--- config.mk ---
export PLATFORM = sky130hd
export DESIGN_NAME = exec_pipelined_flat
export DESIGN_NICKNAME = d
export VERILOG_FILES = /design/src/rtl/exec_pipelined_if.sv /design/src/rtl/exec_pipelined.sv /design/src/flat_wrapper.sv
export SDC_FILE = /design/constraint.sdc
export NUM_CORES = 1
export LEC_CHECK = 0
export ABC_AREA = 1
export BUFFER_PORTS_ARGS = -buffer_cell sky130_fd_sc_hd__buf_4
export CORE_ASPECT_RATIO = 0.5
export CORE_MARGIN = 5
export CORE_UTILIZATION = 45
export DETAILED_ROUTE_END_ITERATION = 8
export PLACE_DENSITY = 0.67
export SYNTH_ARGS = -nofsm -noshare
export SYNTH_HDL_FRONTEND = slang
export SYNTH_SLANG_ARGS = --single-unit
--- constraint.sdc ---
create_clock -name clk -period 9 [get_ports clk]
set_input_delay 1.8 -clock clk [delete_from_list [all_inputs] [get_ports clk]]
set_output_delay 1.8 -clock clk [all_outputs]
set_load 0.02 [all_outputs]
--- src/rtl/exec_pipelined_if.sv ---
// exec_pipelined_if
//   Bundle between the ID/EX register, the MEM/WB forwarding source and the
//   execute stage's EX/MEM output register.
//   master : drives the ID/EX instruction fields and MEM/WB writeback info,
//            observes busy and the EX/MEM register.
//   slave  : the execute stage itself.
//   Signals:
//     in_valid, flush                      instruction handshake / kill
//     readData1, readData2, address        operand sources
//     ctrlAluSrc, aluCtrl                  operand B select, ALU opcode
//     regWrite_IDEX, rs/rt/rd_IDEX         ID/EX register indices and write enable
//     rd_MEMWB, regWrite_MEMWB, valueToWB  MEM/WB forwarding source
//     busy                                 execute stage stalls upstream
//     valid/result/rd/regWrite/zero_EXMEM  registered EX/MEM outputs
interface exec_pipelined_if #(
   parameter int unsigned DATA_W = 32,
   parameter int unsigned REG_W  = 5
) ();
   logic              in_valid;
   logic              flush;
   logic [DATA_W-1:0] readData1;
   logic [DATA_W-1:0] readData2;
   logic [DATA_W-1:0] address;
   logic              ctrlAluSrc;
   logic [2:0]        aluCtrl;
   logic              regWrite_IDEX;
   logic [REG_W-1:0]  rs_IDEX;
   logic [REG_W-1:0]  rt_IDEX;
   logic [REG_W-1:0]  rd_IDEX;
   logic [REG_W-1:0]  rd_MEMWB;
   logic              regWrite_MEMWB;
   logic [DATA_W-1:0] valueToWB;

   logic              busy;
   logic              valid_EXMEM;
   logic [DATA_W-1:0] result_EXMEM;
   logic [REG_W-1:0]  rd_EXMEM;
   logic              regWrite_EXMEM;
   logic              zero_EXMEM;

   modport master (
      output in_valid, flush, readData1, readData2, address, ctrlAluSrc, aluCtrl,
             regWrite_IDEX, rs_IDEX, rt_IDEX, rd_IDEX, rd_MEMWB, regWrite_MEMWB, valueToWB,
      input  busy, valid_EXMEM, result_EXMEM, rd_EXMEM, regWrite_EXMEM, zero_EXMEM
   );

   modport slave (
      input  in_valid, flush, readData1, readData2, address, ctrlAluSrc, aluCtrl,
             regWrite_IDEX, rs_IDEX, rt_IDEX, rd_IDEX, rd_MEMWB, regWrite_MEMWB, valueToWB,
      output busy, valid_EXMEM, result_EXMEM, rd_EXMEM, regWrite_EXMEM, zero_EXMEM
   );
endinterface

--- src/rtl/exec_pipelined.sv ---
// exec_pipelined
//   Execute stage with registered EX/MEM output: two-source operand forwarding,
//   add/sub/and/or/slt ALU and an optional iterative shift-add multiplier.
//   Ports:
//     clk  clock
//     rst  synchronous active-high reset (priority over flush and in_valid)
//     bus  exec_pipelined_if.slave: ID/EX fields, MEM/WB forwarding source,
//          busy and the EX/MEM register outputs
//   Configuration:
//     EXEC_MUL_EN defined   : aluCtrl 101 multiplies over DATA_W cycles, busy
//                             is high while the multiply is in flight.
//     EXEC_MUL_EN undefined : aluCtrl 101 is reserved (result 0), busy tied 0.
module exec_pipelined #(
   parameter int unsigned DATA_W = 32,
   parameter int unsigned REG_W  = 5
) (
   input logic             clk,
   input logic             rst,
   exec_pipelined_if.slave bus
);

   // EX/MEM register
   logic              valid_q, valid_d;
   logic [DATA_W-1:0] result_q, result_d;
   logic [REG_W-1:0]  rd_q, rd_d;
   logic              regwr_q, regwr_d;
   logic              zero_q, zero_d;

   logic              busy;
   logic              accept;
   logic              fwd_ex_a, fwd_wb_a, fwd_ex_b, fwd_wb_b;
   logic [DATA_W-1:0] op_a, rt_val, op_b, alu_res;

   // EX/MEM beats MEM/WB because it holds the younger value.
   assign fwd_ex_a = valid_q & regwr_q & (rd_q != '0) & (rd_q == bus.rs_IDEX);
   assign fwd_wb_a = bus.regWrite_MEMWB & (bus.rd_MEMWB != '0) & (bus.rd_MEMWB == bus.rs_IDEX);
   assign fwd_ex_b = valid_q & regwr_q & (rd_q != '0) & (rd_q == bus.rt_IDEX);
   assign fwd_wb_b = bus.regWrite_MEMWB & (bus.rd_MEMWB != '0) & (bus.rd_MEMWB == bus.rt_IDEX);

   always_comb begin
      op_a = bus.readData1;
      if (fwd_ex_a) begin
         op_a = result_q;
      end else if (fwd_wb_a) begin
         op_a = bus.valueToWB;
      end
   end

   always_comb begin
      rt_val = bus.readData2;
      if (fwd_ex_b) begin
         rt_val = result_q;
      end else if (fwd_wb_b) begin
         rt_val = bus.valueToWB;
      end
   end

   // The immediate is selected after forwarding so it can never be overridden.
   assign op_b = bus.ctrlAluSrc ? bus.address : rt_val;

   always_comb begin
      alu_res = '0;
      case (bus.aluCtrl)
         3'b000:  alu_res = op_a + op_b;
         3'b001:  alu_res = op_a - op_b;
         3'b010:  alu_res = op_a & op_b;
         3'b011:  alu_res = op_a | op_b;
         3'b100:  alu_res[0] = $signed(op_a) < $signed(op_b);
         // 101 goes to the multiplier when present; 11x reserved.
         default: alu_res = '0;
      endcase
   end

   assign accept = bus.in_valid & ~busy & ~bus.flush;

`ifdef EXEC_MUL_EN
   localparam int unsigned     CntW    = $clog2(DATA_W);
   localparam logic [CntW-1:0] CntLast = CntW'(DATA_W - 1);

   typedef enum logic [0:0] {StIdle, StMul} state_e;

   state_e            state_q, state_d;
   logic [CntW-1:0]   cnt_q, cnt_d;
   logic [DATA_W-1:0] mcand_q, mcand_d;
   logic [DATA_W-1:0] mplier_q, mplier_d;
   logic [DATA_W-1:0] acc_q, acc_d;
   logic [REG_W-1:0]  mrd_q, mrd_d;
   logic              mregwr_q, mregwr_d;
   logic [DATA_W-1:0] prod;
   logic              is_mul;

   assign is_mul = (bus.aluCtrl == 3'b101);
   assign busy   = (state_q == StMul);
   // Multiplicand shifts left and multiplier shifts right each step, so only
   // bit 0 of the multiplier is ever inspected.
   assign prod   = acc_q + (mplier_q[0] ? mcand_q : '0);

   always_comb begin
      state_d  = state_q;
      cnt_d    = cnt_q;
      mcand_d  = mcand_q;
      mplier_d = mplier_q;
      acc_d    = acc_q;
      mrd_d    = mrd_q;
      mregwr_d = mregwr_q;
      valid_d  = 1'b0;
      result_d = result_q;
      rd_d     = rd_q;
      regwr_d  = regwr_q;
      zero_d   = zero_q;
      unique case (state_q)
         StIdle: begin
            if (accept) begin
               if (is_mul) begin
                  state_d  = StMul;
                  cnt_d    = '0;
                  acc_d    = '0;
                  mcand_d  = op_a;
                  mplier_d = op_b;
                  mrd_d    = bus.rd_IDEX;
                  mregwr_d = bus.regWrite_IDEX;
               end else begin
                  valid_d  = 1'b1;
                  result_d = alu_res;
                  rd_d     = bus.rd_IDEX;
                  regwr_d  = bus.regWrite_IDEX;
                  zero_d   = (alu_res == '0);
               end
            end
         end
         StMul: begin
            if (bus.flush) begin
               state_d = StIdle;
               cnt_d   = '0;
            end else begin
               acc_d    = prod;
               mcand_d  = mcand_q << 1;
               mplier_d = mplier_q >> 1;
               cnt_d    = cnt_q + CntW'(1);
               if (cnt_q == CntLast) begin
                  state_d  = StIdle;
                  cnt_d    = '0;
                  valid_d  = 1'b1;
                  result_d = prod;
                  rd_d     = mrd_q;
                  regwr_d  = mregwr_q;
                  zero_d   = (prod == '0);
               end
            end
         end
         default: state_d = StIdle;
      endcase
   end

   always_ff @(posedge clk) begin
      if (rst) begin
         state_q  <= StIdle;
         cnt_q    <= '0;
         mcand_q  <= '0;
         mplier_q <= '0;
         acc_q    <= '0;
         mrd_q    <= '0;
         mregwr_q <= 1'b0;
      end else begin
         state_q  <= state_d;
         cnt_q    <= cnt_d;
         mcand_q  <= mcand_d;
         mplier_q <= mplier_d;
         acc_q    <= acc_d;
         mrd_q    <= mrd_d;
         mregwr_q <= mregwr_d;
      end
   end
`else
   assign busy = 1'b0;

   always_comb begin
      valid_d  = 1'b0;
      result_d = result_q;
      rd_d     = rd_q;
      regwr_d  = regwr_q;
      zero_d   = zero_q;
      if (accept) begin
         valid_d  = 1'b1;
         result_d = alu_res;
         rd_d     = bus.rd_IDEX;
         regwr_d  = bus.regWrite_IDEX;
         zero_d   = (alu_res == '0);
      end
   end
`endif

   always_ff @(posedge clk) begin
      if (rst) begin
         valid_q  <= 1'b0;
         result_q <= '0;
         rd_q     <= '0;
         regwr_q  <= 1'b0;
         zero_q   <= 1'b0;
      end else begin
         valid_q  <= valid_d;
         result_q <= result_d;
         rd_q     <= rd_d;
         regwr_q  <= regwr_d;
         zero_q   <= zero_d;
      end
   end

   assign bus.busy           = busy;
   assign bus.valid_EXMEM    = valid_q;
   assign bus.result_EXMEM   = result_q;
   assign bus.rd_EXMEM       = rd_q;
   assign bus.regWrite_EXMEM = regwr_q;
   assign bus.zero_EXMEM     = zero_q;

endmodule
--- src/flat_wrapper.sv ---
// flat-port wrapper written by rule: the top's interface ports become plain ports
module exec_pipelined_flat 
#(
   parameter int unsigned DATA_W = 32,
   parameter int unsigned REG_W  = 5
)
  (clk, rst, bus_in_valid, bus_flush, bus_readData1, bus_readData2, bus_address, bus_ctrlAluSrc, bus_aluCtrl, bus_regWrite_IDEX, bus_rs_IDEX, bus_rt_IDEX, bus_rd_IDEX, bus_rd_MEMWB, bus_regWrite_MEMWB, bus_valueToWB, bus_busy, bus_valid_EXMEM, bus_result_EXMEM, bus_rd_EXMEM, bus_regWrite_EXMEM, bus_zero_EXMEM);
  exec_pipelined_if #(.DATA_W(DATA_W), .REG_W(REG_W)) bus_i ();
  input logic clk;
  input logic rst;
  input wire logic [$bits(bus_i.in_valid)-1:0] bus_in_valid;
  input wire logic [$bits(bus_i.flush)-1:0] bus_flush;
  input wire logic [$bits(bus_i.readData1)-1:0] bus_readData1;
  input wire logic [$bits(bus_i.readData2)-1:0] bus_readData2;
  input wire logic [$bits(bus_i.address)-1:0] bus_address;
  input wire logic [$bits(bus_i.ctrlAluSrc)-1:0] bus_ctrlAluSrc;
  input wire logic [$bits(bus_i.aluCtrl)-1:0] bus_aluCtrl;
  input wire logic [$bits(bus_i.regWrite_IDEX)-1:0] bus_regWrite_IDEX;
  input wire logic [$bits(bus_i.rs_IDEX)-1:0] bus_rs_IDEX;
  input wire logic [$bits(bus_i.rt_IDEX)-1:0] bus_rt_IDEX;
  input wire logic [$bits(bus_i.rd_IDEX)-1:0] bus_rd_IDEX;
  input wire logic [$bits(bus_i.rd_MEMWB)-1:0] bus_rd_MEMWB;
  input wire logic [$bits(bus_i.regWrite_MEMWB)-1:0] bus_regWrite_MEMWB;
  input wire logic [$bits(bus_i.valueToWB)-1:0] bus_valueToWB;
  output wire logic [$bits(bus_i.busy)-1:0] bus_busy;
  output wire logic [$bits(bus_i.valid_EXMEM)-1:0] bus_valid_EXMEM;
  output wire logic [$bits(bus_i.result_EXMEM)-1:0] bus_result_EXMEM;
  output wire logic [$bits(bus_i.rd_EXMEM)-1:0] bus_rd_EXMEM;
  output wire logic [$bits(bus_i.regWrite_EXMEM)-1:0] bus_regWrite_EXMEM;
  output wire logic [$bits(bus_i.zero_EXMEM)-1:0] bus_zero_EXMEM;
  assign bus_i.in_valid = bus_in_valid;
  assign bus_i.flush = bus_flush;
  assign bus_i.readData1 = bus_readData1;
  assign bus_i.readData2 = bus_readData2;
  assign bus_i.address = bus_address;
  assign bus_i.ctrlAluSrc = bus_ctrlAluSrc;
  assign bus_i.aluCtrl = bus_aluCtrl;
  assign bus_i.regWrite_IDEX = bus_regWrite_IDEX;
  assign bus_i.rs_IDEX = bus_rs_IDEX;
  assign bus_i.rt_IDEX = bus_rt_IDEX;
  assign bus_i.rd_IDEX = bus_rd_IDEX;
  assign bus_i.rd_MEMWB = bus_rd_MEMWB;
  assign bus_i.regWrite_MEMWB = bus_regWrite_MEMWB;
  assign bus_i.valueToWB = bus_valueToWB;
  assign bus_busy = bus_i.busy;
  assign bus_valid_EXMEM = bus_i.valid_EXMEM;
  assign bus_result_EXMEM = bus_i.result_EXMEM;
  assign bus_rd_EXMEM = bus_i.rd_EXMEM;
  assign bus_regWrite_EXMEM = bus_i.regWrite_EXMEM;
  assign bus_zero_EXMEM = bus_i.zero_EXMEM;
  exec_pipelined #(.DATA_W(DATA_W), .REG_W(REG_W)) u_core (.clk(clk), .rst(rst), .bus(bus_i));
endmodule
# [After elaboration in Yosys (flattened, before gate mapping)]
# Index checks and enable logic that the tools add are counted.
[totals] latchBits=0 regBits=40 ram_bits=0 romBits=0 inputBits=158 output_inout_bits=41 elab_cells=39 mem_count=0
[op_classes] shift=0 mux=8 n_eq_ne=8 magnitude_cmp=1 n_reduce_logical=4 n_addsub=2 n_div=0 mul=0 n_bitwise=11
[op_table] operator="32-bit two-way mux" n=5
[op_table] operator="31-bit case mux with 4 select lines" n=1
[op_table] operator="32-bit adder" n=1
[op_table] operator="32-bit bitwise AND" n=1
[op_table] operator="32-bit zero test" n=1
[op_table] operator="32-bit < comparator" n=1
[op_table] operator="32-bit bitwise OR" n=1
[op_table] operator="32-bit subtractor" n=1
[op_table] operator="5-bit == test" n=4
[op_table] operator="5-bit nonzero test" n=2
[op_table] operator="1-bit bitwise AND" n=8
[op_table] operator="3-bit by 2-bit == test with 1-bit output, second input constant" n=2
[op_table] operator="1-bit case mux with 5 select lines" n=1
[op_table] operator="3-bit by 1-bit == test with 1-bit output, second input constant" n=1
[op_table] operator="3-bit == test, second input constant" n=1
[op_table] operator="3-bit zero test" n=1
[op_table] operator="1-bit two-way mux" n=1
[op_table] operator="1-bit inverter" n=1

# [Depth between registers and ports, before layout]
# Gate-level depths: netlist of run 1.
[depth] word_depth=9 mapped_depth=33 depth_no_buf=31

# [Worst setup path after synthesis of run 1]
# OpenSTA, ideal clock, no wires.
[synth_timing] kind="input to register" startpoint="input port bus_rd_MEMWB[0]" endpoint="register u_core.zero_q (netlist: u_core.bus.zero_EXMEM)" path_buffers=1 arrival_ns=5.055 stages=27 required_ns=8.932 setup_time_ns=0.068 setup_slack_ns=3.877 path_cell_list="or2_2 -> o41ai_2 -> nor4_1 -> nand3_2 -> clkbuf_1 -> o21ai_0 -> nand3_1 -> o21ai_0 -> inv_1 -> ha_1 -> inv_1 -> fa_1 -> inv_1 -> nand2_1 -> nand2_1 -> nand3_1 -> nand2_1 -> nand2_1 -> nand2_1 -> nand3_1 -> a21oi_1 -> o21ai_1 -> nor2_1 -> nand2_1 -> nor2_1 -> nand2_1 -> a21oi_2"
[synth_between] elab_chain_len=9 elab_cells_between_ends=19 cone_classes="add/sub: 2; order compare: 1; eq/ne: 2; mux: 7; bitwise: 5; reduce/logical: 2"
[synth_rtl] item="start: declaration" line="flat_wrapper.sv:22" source="input wire logic [$bits(bus_i.rd_MEMWB)-1:0] bus_rd_MEMWB;"
[synth_rtl] item="5-bit nonzero test" line="exec_pipelined.sv:36, exec_pipelined.sv:38"
[synth_rtl] item="1-bit bitwise AND" line="exec_pipelined.sv:36, exec_pipelined.sv:38"
[synth_rtl] item="1-bit bitwise AND" line="exec_pipelined.sv:38" source="assign fwd_wb_b = bus.regWrite_MEMWB & (bus.rd_MEMWB != '0) & (bus.rd_MEMWB == bus.rt_IDEX);"
[synth_rtl] item="32-bit two-way mux" line="exec_pipelined.sv:53" source="end else if (fwd_wb_b) begin"
[synth_rtl] item="32-bit two-way mux" line="exec_pipelined.sv:51" source="if (fwd_ex_b) begin"
[synth_rtl] item="32-bit two-way mux" line="exec_pipelined.sv:59" source="assign op_b = bus.ctrlAluSrc ? bus.address : rt_val;"
[synth_rtl] item="32-bit subtractor (tied with other cells)" line="exec_pipelined.sv:65" source="3'b001: alu_res = op_a - op_b;"
[synth_rtl] item="1-bit case mux with 5 select lines or 31-bit case mux with 4 select lines (tied branches)" line="exec_pipelined.sv:63" source="case (bus.aluCtrl)"
[synth_rtl] item="32-bit zero test *" line="exec_pipelined.sv:188" source="zero_d = (alu_res == '0);"
[synth_rtl] item="end signal: assignment" line="exec_pipelined.sv:205" source="zero_q <= zero_d;"
[synth_rtl] item="end: declaration" line="exec_pipelined.sv:27" source="logic zero_q, zero_d;"
# Every way passes the cells marked *; elsewhere a longest branch is shown, timed or not.
# A chain may end at the register's enable or synchronous reset.

# [Final worst setup path of run 1]
[layout_timing] startpoint="input port bus_rd_MEMWB[1]" endpoint="register u_core.zero_q (netlist: u_core.bus.zero_EXMEM)"
# Same word-level chain as after synthesis.

==> results of run 1 <==
==> final timing paths <==
path | from | endpoint | depth (start not counted)
worst max-delay path | bus_rd_MEMWB[1] | u_core.bus.zero_EXMEM | 25
worst min register to register | u_core.bus.zero_EXMEM | u_core.bus.zero_EXMEM | 2
worst max register to register | u_core.bus.rd_EXMEM[2] | u_core.bus.zero_EXMEM | 24
worst min-delay path | u_core.bus.zero_EXMEM | u_core.bus.zero_EXMEM | 2
==> worst reg2reg max path, stage by stage, from the launching register on <==
cell and delay [ps]:
dfxtp_1 470, nor3_1 100, nand2_1 60, nand3_1 110, nor4_1 290, nand3_2 610, buf_4 480, o21ai_0 740
inv_1 160, ha_1 450, inv_1 210, nand2_1 110, nor2_1 150, inv_1 90, nor2_1 220, nand3_1 220
nand3_1 120, nand2_1 50, nand3_1 70, nand3_1 310, nor2_1 190, nand2_1 60, nor2_1 90, nand2_1 90
a21oi_2 120
==> power groups by stage <==
stage,Sequential (µW),Clock (µW),Combinational [µW]
after floorplan,217,0,484
after global placement,209,0,766
after detailed placement,209,0,762
after CTS,206,177,765
after global routing,207,185,862
final,206,177,802
==> sequential cells by signal, summed over array words and instances (netlist names) <==
signal and count:
u_core.bus.rd_EXMEM 5, u_core.bus.regWrite_EXMEM 1, u_core.bus.result_EXMEM 32, u_core.bus.valid_EXMEM 1, u_core.bus.zero_EXMEM 1
==> metrics by stage <==
stage / setup WS, ps / instance area [µm²] / hold WS [ps] / power, µW / instances
after detailed placement: 2174 / 11450 / 508.4 / 970.8 / 2297
after floorplan: 3877 / 9930 / 553.8 / 701.1 / 1865
after global routing: 1713 / 11590 / 545.5 / 1254 / 2304
after CTS: 2454 / 11590 / 517.2 / 1148 / 2304
final: 2185 / 11590 / 527.4 / 1186 / 2305
after global placement: 2100 / 11450 / 507.1 / 975.0 / 2297
==> cell type report <==
class,instances,area (µm²)
Fill cell,2473,10090
Multi-Input combinational cell,1418,7481
Timing Repair Buffer,205,1539
Inverter,334,1256
Sequential cell,40,800.8
Tap cell,300,375.4
Clock buffer,6,128.9
Clock inverter,1,5.005
Antenna cell,1,2.502
==> layer usage <==
| layer | wire (µm) | track usage [%] | share of wire, % | vias to the layer above |
|---|---|---|---|---|
| met1 | 23010 | 57.09 | 47 | 5866 |
| met4 | 552 | 4.279 | 1.1 | 0 |
| met5 | 0 | 0 | 0 | - |
| met2 | 17790 | 48.57 | 37 | 782 |
| met3 | 7377 | 15.63 | 15 | 38 |
| li1 | - | - | - | 6170 |
==> cell families after synthesis <==
group / Yosys count / synth area share (%)
simple gates: 977 / 42.38
buf+inv: 407 / 16.77
compound gates: 315 / 17.60
fa+ha+maj: 105 / 13.38
flops: 40 / 8.065
xor+xnor: 20 / 1.764
other cells: 1 / 0.03777
==> placed cells by master (no fill, tap or decap), types with 12 or more instances in the layout <==
cell and instances:
o211ai_1 16, nor2_2 17, xor2_1 16, nor2_1 176, nand2_2 18, nor3_1 13, nand2_1 507, nand4_1 19
ha_1 103, nand3_1 193, o21ai_0 150, o22ai_1 23, buf_4 205, a21oi_1 92, a21oi_2 12, inv_2 16
inv_1 316, dfxtp_1 40
==> impl_results.md, run 1 <==
- DR vias: 12856
- Worst Tran Pin Value: 1380 ps
- Post-synth ARST share: 0%
- RSZ-0062 raised after global routing: false
- Net switching power: 645.1 µW
- Register area share after synthesis: 8.065%
- Fin nets: 2267
- Max-slew violations: 0
- Worst setup EP type: flop
- Vias in the first global route: 11625
- Post-route core utilization: 53.45%
- TritonRoute pass-1 iters: 9
- Layout cells sized above 1: 14.82%
- Worst min-delay path class: flop to flop
- Clk pwr share: 15.0%
- Setup repair bufs after CTS: 0
- Worst Setup Start Kind: input pin
- CP Buf/Inv Count: 3
- Leakage Power: 0.006484 µW
- MaxCap Viol Count: 0
- Initial DRC Count: 1786
- Core footprint: 21680 µm²
- Post-synth EDFFs: 0
- Crit path time final: 6815 ps
- Pwr dens: 102.3 nW/µm²
- Yosys top cell by area: nand2_1
- Hold Fails Final Rpt: 0
- Post-synthesis instance total: 1865
- First-pass GRT wire length: 70980 µm
- Worst path most repeated cell: nand2_1
- Die ar.: 25320 µm²
- IO buf count: 197
- Kind of critical path: input pin to flop
- # IOs: 199
- Initial antenna violation count: 0
- WL/cell: 21.14 µm
- Clock tree root driver cell: clkbuf_16
- Synthesized area: 9930 µm²
- CTS Sinks: 40
- Critical Path RT: 9220 ps
- Sequential share of power: 17.4%
- Post-route ant nets: 0
- Worst VDD drop: 0.07541 mV
- Worst-path fanout max: 45
- P_int: 540.5 µW
- Status: complete, no violations
- CTS Buf Count: 5
- H-tree Lvls: 2
- Rel. slew slack: 7.060%
- CTS resizes: 0
- Starting Density: 45.80%
- Width of the die: 220.1 µm
- Cts hold-fix bufs: 0
- Commonest cells in the netlist: nand2_1 (507), inv_1 (316), nand3_1 (195)
- F_max: 146.7 MHz
- Worst Path Arrival: 7040 ps
- Period utilization: 75.72%
- Reg clk slew, reported paths: 60 ps
- Count of different cell masters after synthesis: 42
- Worst-Skew Late Latency: 290 ps
- Comb pwr share: 67.6%
- Deepest clock path buffer count: 2
- Final wirelength: 48720 µm
- Post-Syn Nets: 2128
- HPWL after detailed placement: 40790 µm
- Ys flop type: dfxtp_1
- Post-synthesis sequential element count: 40
- Sw frac: 54.41%
- # setup viols final: 0
- Synth area leaders: nand2_1 (19%), ha_1 (13%), inv_1 (12%)
- P&R area growth vs syn: 16.71%
- RD Place Congestion: 1.093
- Gr usage total: 37.17%
- Vias per cell: 5.577
- CP peak stage delay: 690 ps
- GRT Residual Overflow: 0
- Mean Syn Cell Area: 5.324 µm²
- Top cell type's share of synthesized area: 19.17%
- Setup TNS: 0 ps
- CTS tree: yes
- Rows: 38
- Top-count cell post-synth: nand2_1
- Critical Path Slowest Stage Cell: nand3_2
- Crit path max-delay family: simple AND/OR/NAND/NOR gates
- Clock skew: 3.834 ps
- Ys Warns: 0
- Reg2Reg Setup Slack: 3340 ps
- Remaining DRCs: 0
- Largest net degree at the start of global routing: 59
- DIE HEIGHT: 115.0 µm
Note: power is estimated with default switching activity, not from simulation.
==> run 2: changes to the inputs <==
--- a/config.mk
+++ b/config.mk
@@ -5,13 +5,13 @@
 export SDC_FILE = /design/constraint.sdc
 export NUM_CORES = 1
 export LEC_CHECK = 0
-export ABC_AREA = 1
+export ABC_AREA = 0
 export BUFFER_PORTS_ARGS = -buffer_cell sky130_fd_sc_hd__buf_4
 export CORE_ASPECT_RATIO = 0.5
 export CORE_MARGIN = 5
 export CORE_UTILIZATION = 45
 export DETAILED_ROUTE_END_ITERATION = 8
-export PLACE_DENSITY = 0.67
+export PLACE_DENSITY = 0.71
 export SYNTH_ARGS = -nofsm -noshare
 export SYNTH_HDL_FRONTEND = slang
 export SYNTH_SLANG_ARGS = --single-unit
==> constraint.sdc (replaced) <==
create_clock -name clk -period 6.1 [get_ports clk]
set_input_delay 1.22 -clock clk [delete_from_list [all_inputs] [get_ports clk]]
set_output_delay 1.22 -clock clk [all_outputs]
set_load 0.02 [all_outputs]
==> impl_results.md, run 2 <==
- # IOs: 199 (unchanged)
- Cts hold-fix bufs: 0 (unchanged)
- Die ar.: 22000 µm² (-13%)
- Synthesized area: 8539 µm² (-14%)
- Highest-count cells in the layout ignoring fill and taps: buf_4 (498), nor2_1 (167), a21oi_1 (129), ha_1 (100), inv_1 (96)
- CTS tree: yes
- H-tree Lvls: 2 (unchanged)
- Setup TNS: -253.0 ps (-253.0 ps)
- Ys flop type: dfxtp_1
- Register area share after synthesis: 9.377% (+1.3 points)
- Fin nets: 1944 (-14%)
- RD Place Congestion: 1.032 (-5.6%)
- Worst Path Arrival: 6570 ps (-470 ps)
- Worst Setup Start Kind: input pin
- Ys Warns: 0 (unchanged)
- HPWL after detailed placement: 32920 µm (-19%)
- Final wirelength: 40520 µm (-17%)
- Starting Density: 46.10% (+0.30 points)
- Post-synth EDFFs: 0 (unchanged)
- GRT Residual Overflow: 0 (unchanged)
- Top-count cell post-synth: nor2_1
- Leakage Power: 0.006158 µW (-5.0%)
- Initial DRC Count: 1214 (-32%)
- Max-slew violations: 0 (unchanged)
- Count of different cell masters after synthesis: 81 (+93%)
- Deepest clock path buffer count: 2 (unchanged)
- CTS Sinks: 40 (unchanged)
- Post-synthesis instance total: 1260 (-32%)
- P&R area growth vs syn: 49.55%
- Most common cell after layout, fill and taps aside: buf_4
- CTS Buf Count: 5 (unchanged)
- Core footprint: 18520 µm² (-15%)
- Total Power: 1923 µW (+62%)
- Vias per cell: 5.956 (+6.8%)
- Post-route ant nets: 0 (unchanged)
- Reg clk slew, reported paths: 70 ps (about the same)
- IO buf count: 197 (unchanged)
- Initial antenna violation count: 1 (+1)
- Worst-path fanout max: 3 (-93%)
- TritonRoute pass-1 iters: 5 (-4)
- DIE HEIGHT: 107.4 µm (-6.6%)
- DR vias: 11560 (-10%)
- Worst-Skew Late Latency: 310 ps (+20 ps)
- Remaining DRCs: 0 (unchanged)
- RSZ-0062 raised after global routing: true
- Status: complete, but fails checks
- Dpl ws: -869.0 ps (-3043 ps)
- Area after DPL: 12320 µm² (+7.6%)
- Rel. slew slack: 32.34% (+25 points)
- WL/cell: 20.87 µm (-1.3%)
- Clock skew: 22.70 ps (+18.86 ps)
- # setup viols final: 1 (+1)
- Vias in the first global route: 11207 (-3.6%)
- Critical Path RT: 6320 ps (-2900 ps)
- F_max: 157.4 MHz
- Rows: 35 (-7.9%)
- Worst VDD drop: 0.1180 mV (+57%)
- Yosys top cell by area: ha_1
- Worst setup EP type: flop
- Clock tree root driver cell: clkbuf_16
- Kind of critical path: input pin to flop
- Post-synthesis sequential element count: 40 (unchanged)
- Fin area: 12770 µm² (+10%)
- Mean Syn Cell Area: 6.777 µm² (+27%)
- MaxCap Viol Count: 0 (unchanged)
- Gr usage total: 35.35% (-1.8 points)
- Crit path time final: 6353 ps
- Post-Syn Nets: 1523 (-28%)
- Failing checks: negative setup slack
- Max reg flops: 32 (unchanged)
- First-pass GRT wire length: 61600 µm (-13%)
- Pwr dens: 150.6 nW/µm² (+47%)
- Layout cells sized above 1: 33.77% (+19 points)
- Worst min-delay path class: flop to flop
- Setup ws final: -253.0 ps (-2438 ps)
- Top cell type's share of synthesized area: 15.09% (-4.1 points)
- Synth area leaders: ha_1 (15%), dfxtp_1 (9.4%), mux2i_1 (8.4%)
- Hold Fails Final Rpt: 0 (unchanged)
- Post-synth ARST share: 0% (unchanged)
- Period utilization: 104.1%
- Commonest cells in the netlist: nor2_1 (170), a21oi_1 (134), ha_1 (103)
- Worst Tran Pin Value: 1015 ps (-364.7 ps)
- ANT cells: 0 (-1)
- Largest net degree at the start of global routing: 53 (-10%)
- Width of the die: 204.8 µm (-6.9%)
[run 2: through the flow]
stage / utilization, % / std cells / hold WS (ps)
3_5_place_dp: 66.53 / 1927 / 494.1
3_3_place_gp: 66.53 / 1927 / 466.9
2_1_floorplan: - / 1260 / 547.0
4_1_cts: 67.84 / 1936 / 501.8
5_1_grt: 68.94 / 1941 / 520.1
6_report: 68.94 / 1941 / 504.9
[run 2: path summary, 6_finish.rpt]
check / from / end / slack, ps / depth (start not counted)
min reg2reg: u_core.bus.regWrite_EXMEM / u_core.bus.regWrite_EXMEM / 500 / 2
max: bus_rd_MEMWB[4] / u_core.bus.zero_EXMEM / -250 / 25
max reg2reg: u_core.bus.rd_EXMEM[0] / u_core.bus.zero_EXMEM / 360 / 23
min: u_core.bus.regWrite_EXMEM / u_core.bus.regWrite_EXMEM / 500 / 2
[run 2: cell type report]
type / count / area (µm²)
sequential: 40 / 800.8
tap: 259 / 324.1
clock inverter: 3 / 42.54
inverter: 99 / 371.6
timing repair buffer: 502 / 3796
clock buffer: 5 / 125.1
fill: 1594 / 5753
multi-input combinational: 1033 / 7311
[run 2: worst max-delay path: stages]
cell	delay, ps
buf_4	120
or4_4	550
o21ai_4	180
buf_4	150
nor4_4	40
buf_4	160
mux2i_1	150
a21oi_2	190
inv_1	90
ha_2	200
fa_2	390
o21ba_1	220
or4_4	450
buf_4	160
a211oi_2	250
o211ai_1	190
a41oi_2	230
buf_4	180
a41oi_1	140
mux2i_1	270
and4b_1	260
nand4_1	140
nor4_2	290
nand4_1	130
o32ai_2	210
[run 2: power breakdown]
part           leakage, µW  internal (µW)  switching [µW]
Sequential        0.000328            277            19.0
Combinational      0.00575            606             689
Clock            0.0000798            193             139
[run 2: repair_timing]
action / CTS / global route
buffers inserted: 1 / 5
pin swaps: 10 / 9
endpoints found under the setup margin: 3 / 11
gates resized for setup: 14 / 34
hold endpoints to repair: 0 / 0
cloned: 0 / 0
[run 2: logic make-up (layout without fill, tap and decap cells)]
kind of cell    after synthesis  count (layout)  share of synthesized area [%]
compound gates              424             424                          33.07
xor+xnor                     35              35                          3.590
fa+ha+maj                   105             105                          15.56
buf+inv                     187             609                          8.498
flops                        40              40                          9.377
mux                          74              74                          8.835
other cells                   1               1                        0.04391
simple gates                394             394                          21.03
[run 2: per-layer routing]
layer | track usage, % | up-vias | part of all wire (%)
met3 | 8.459 | 91 | 11
met2 | 56.01 | 634 | 44
met5 | 0 | - | 0
met1 | 47.45 | 5438 | 42
li1 | - | 5397 | -
met4 | 11.51 | 0 | 2.9
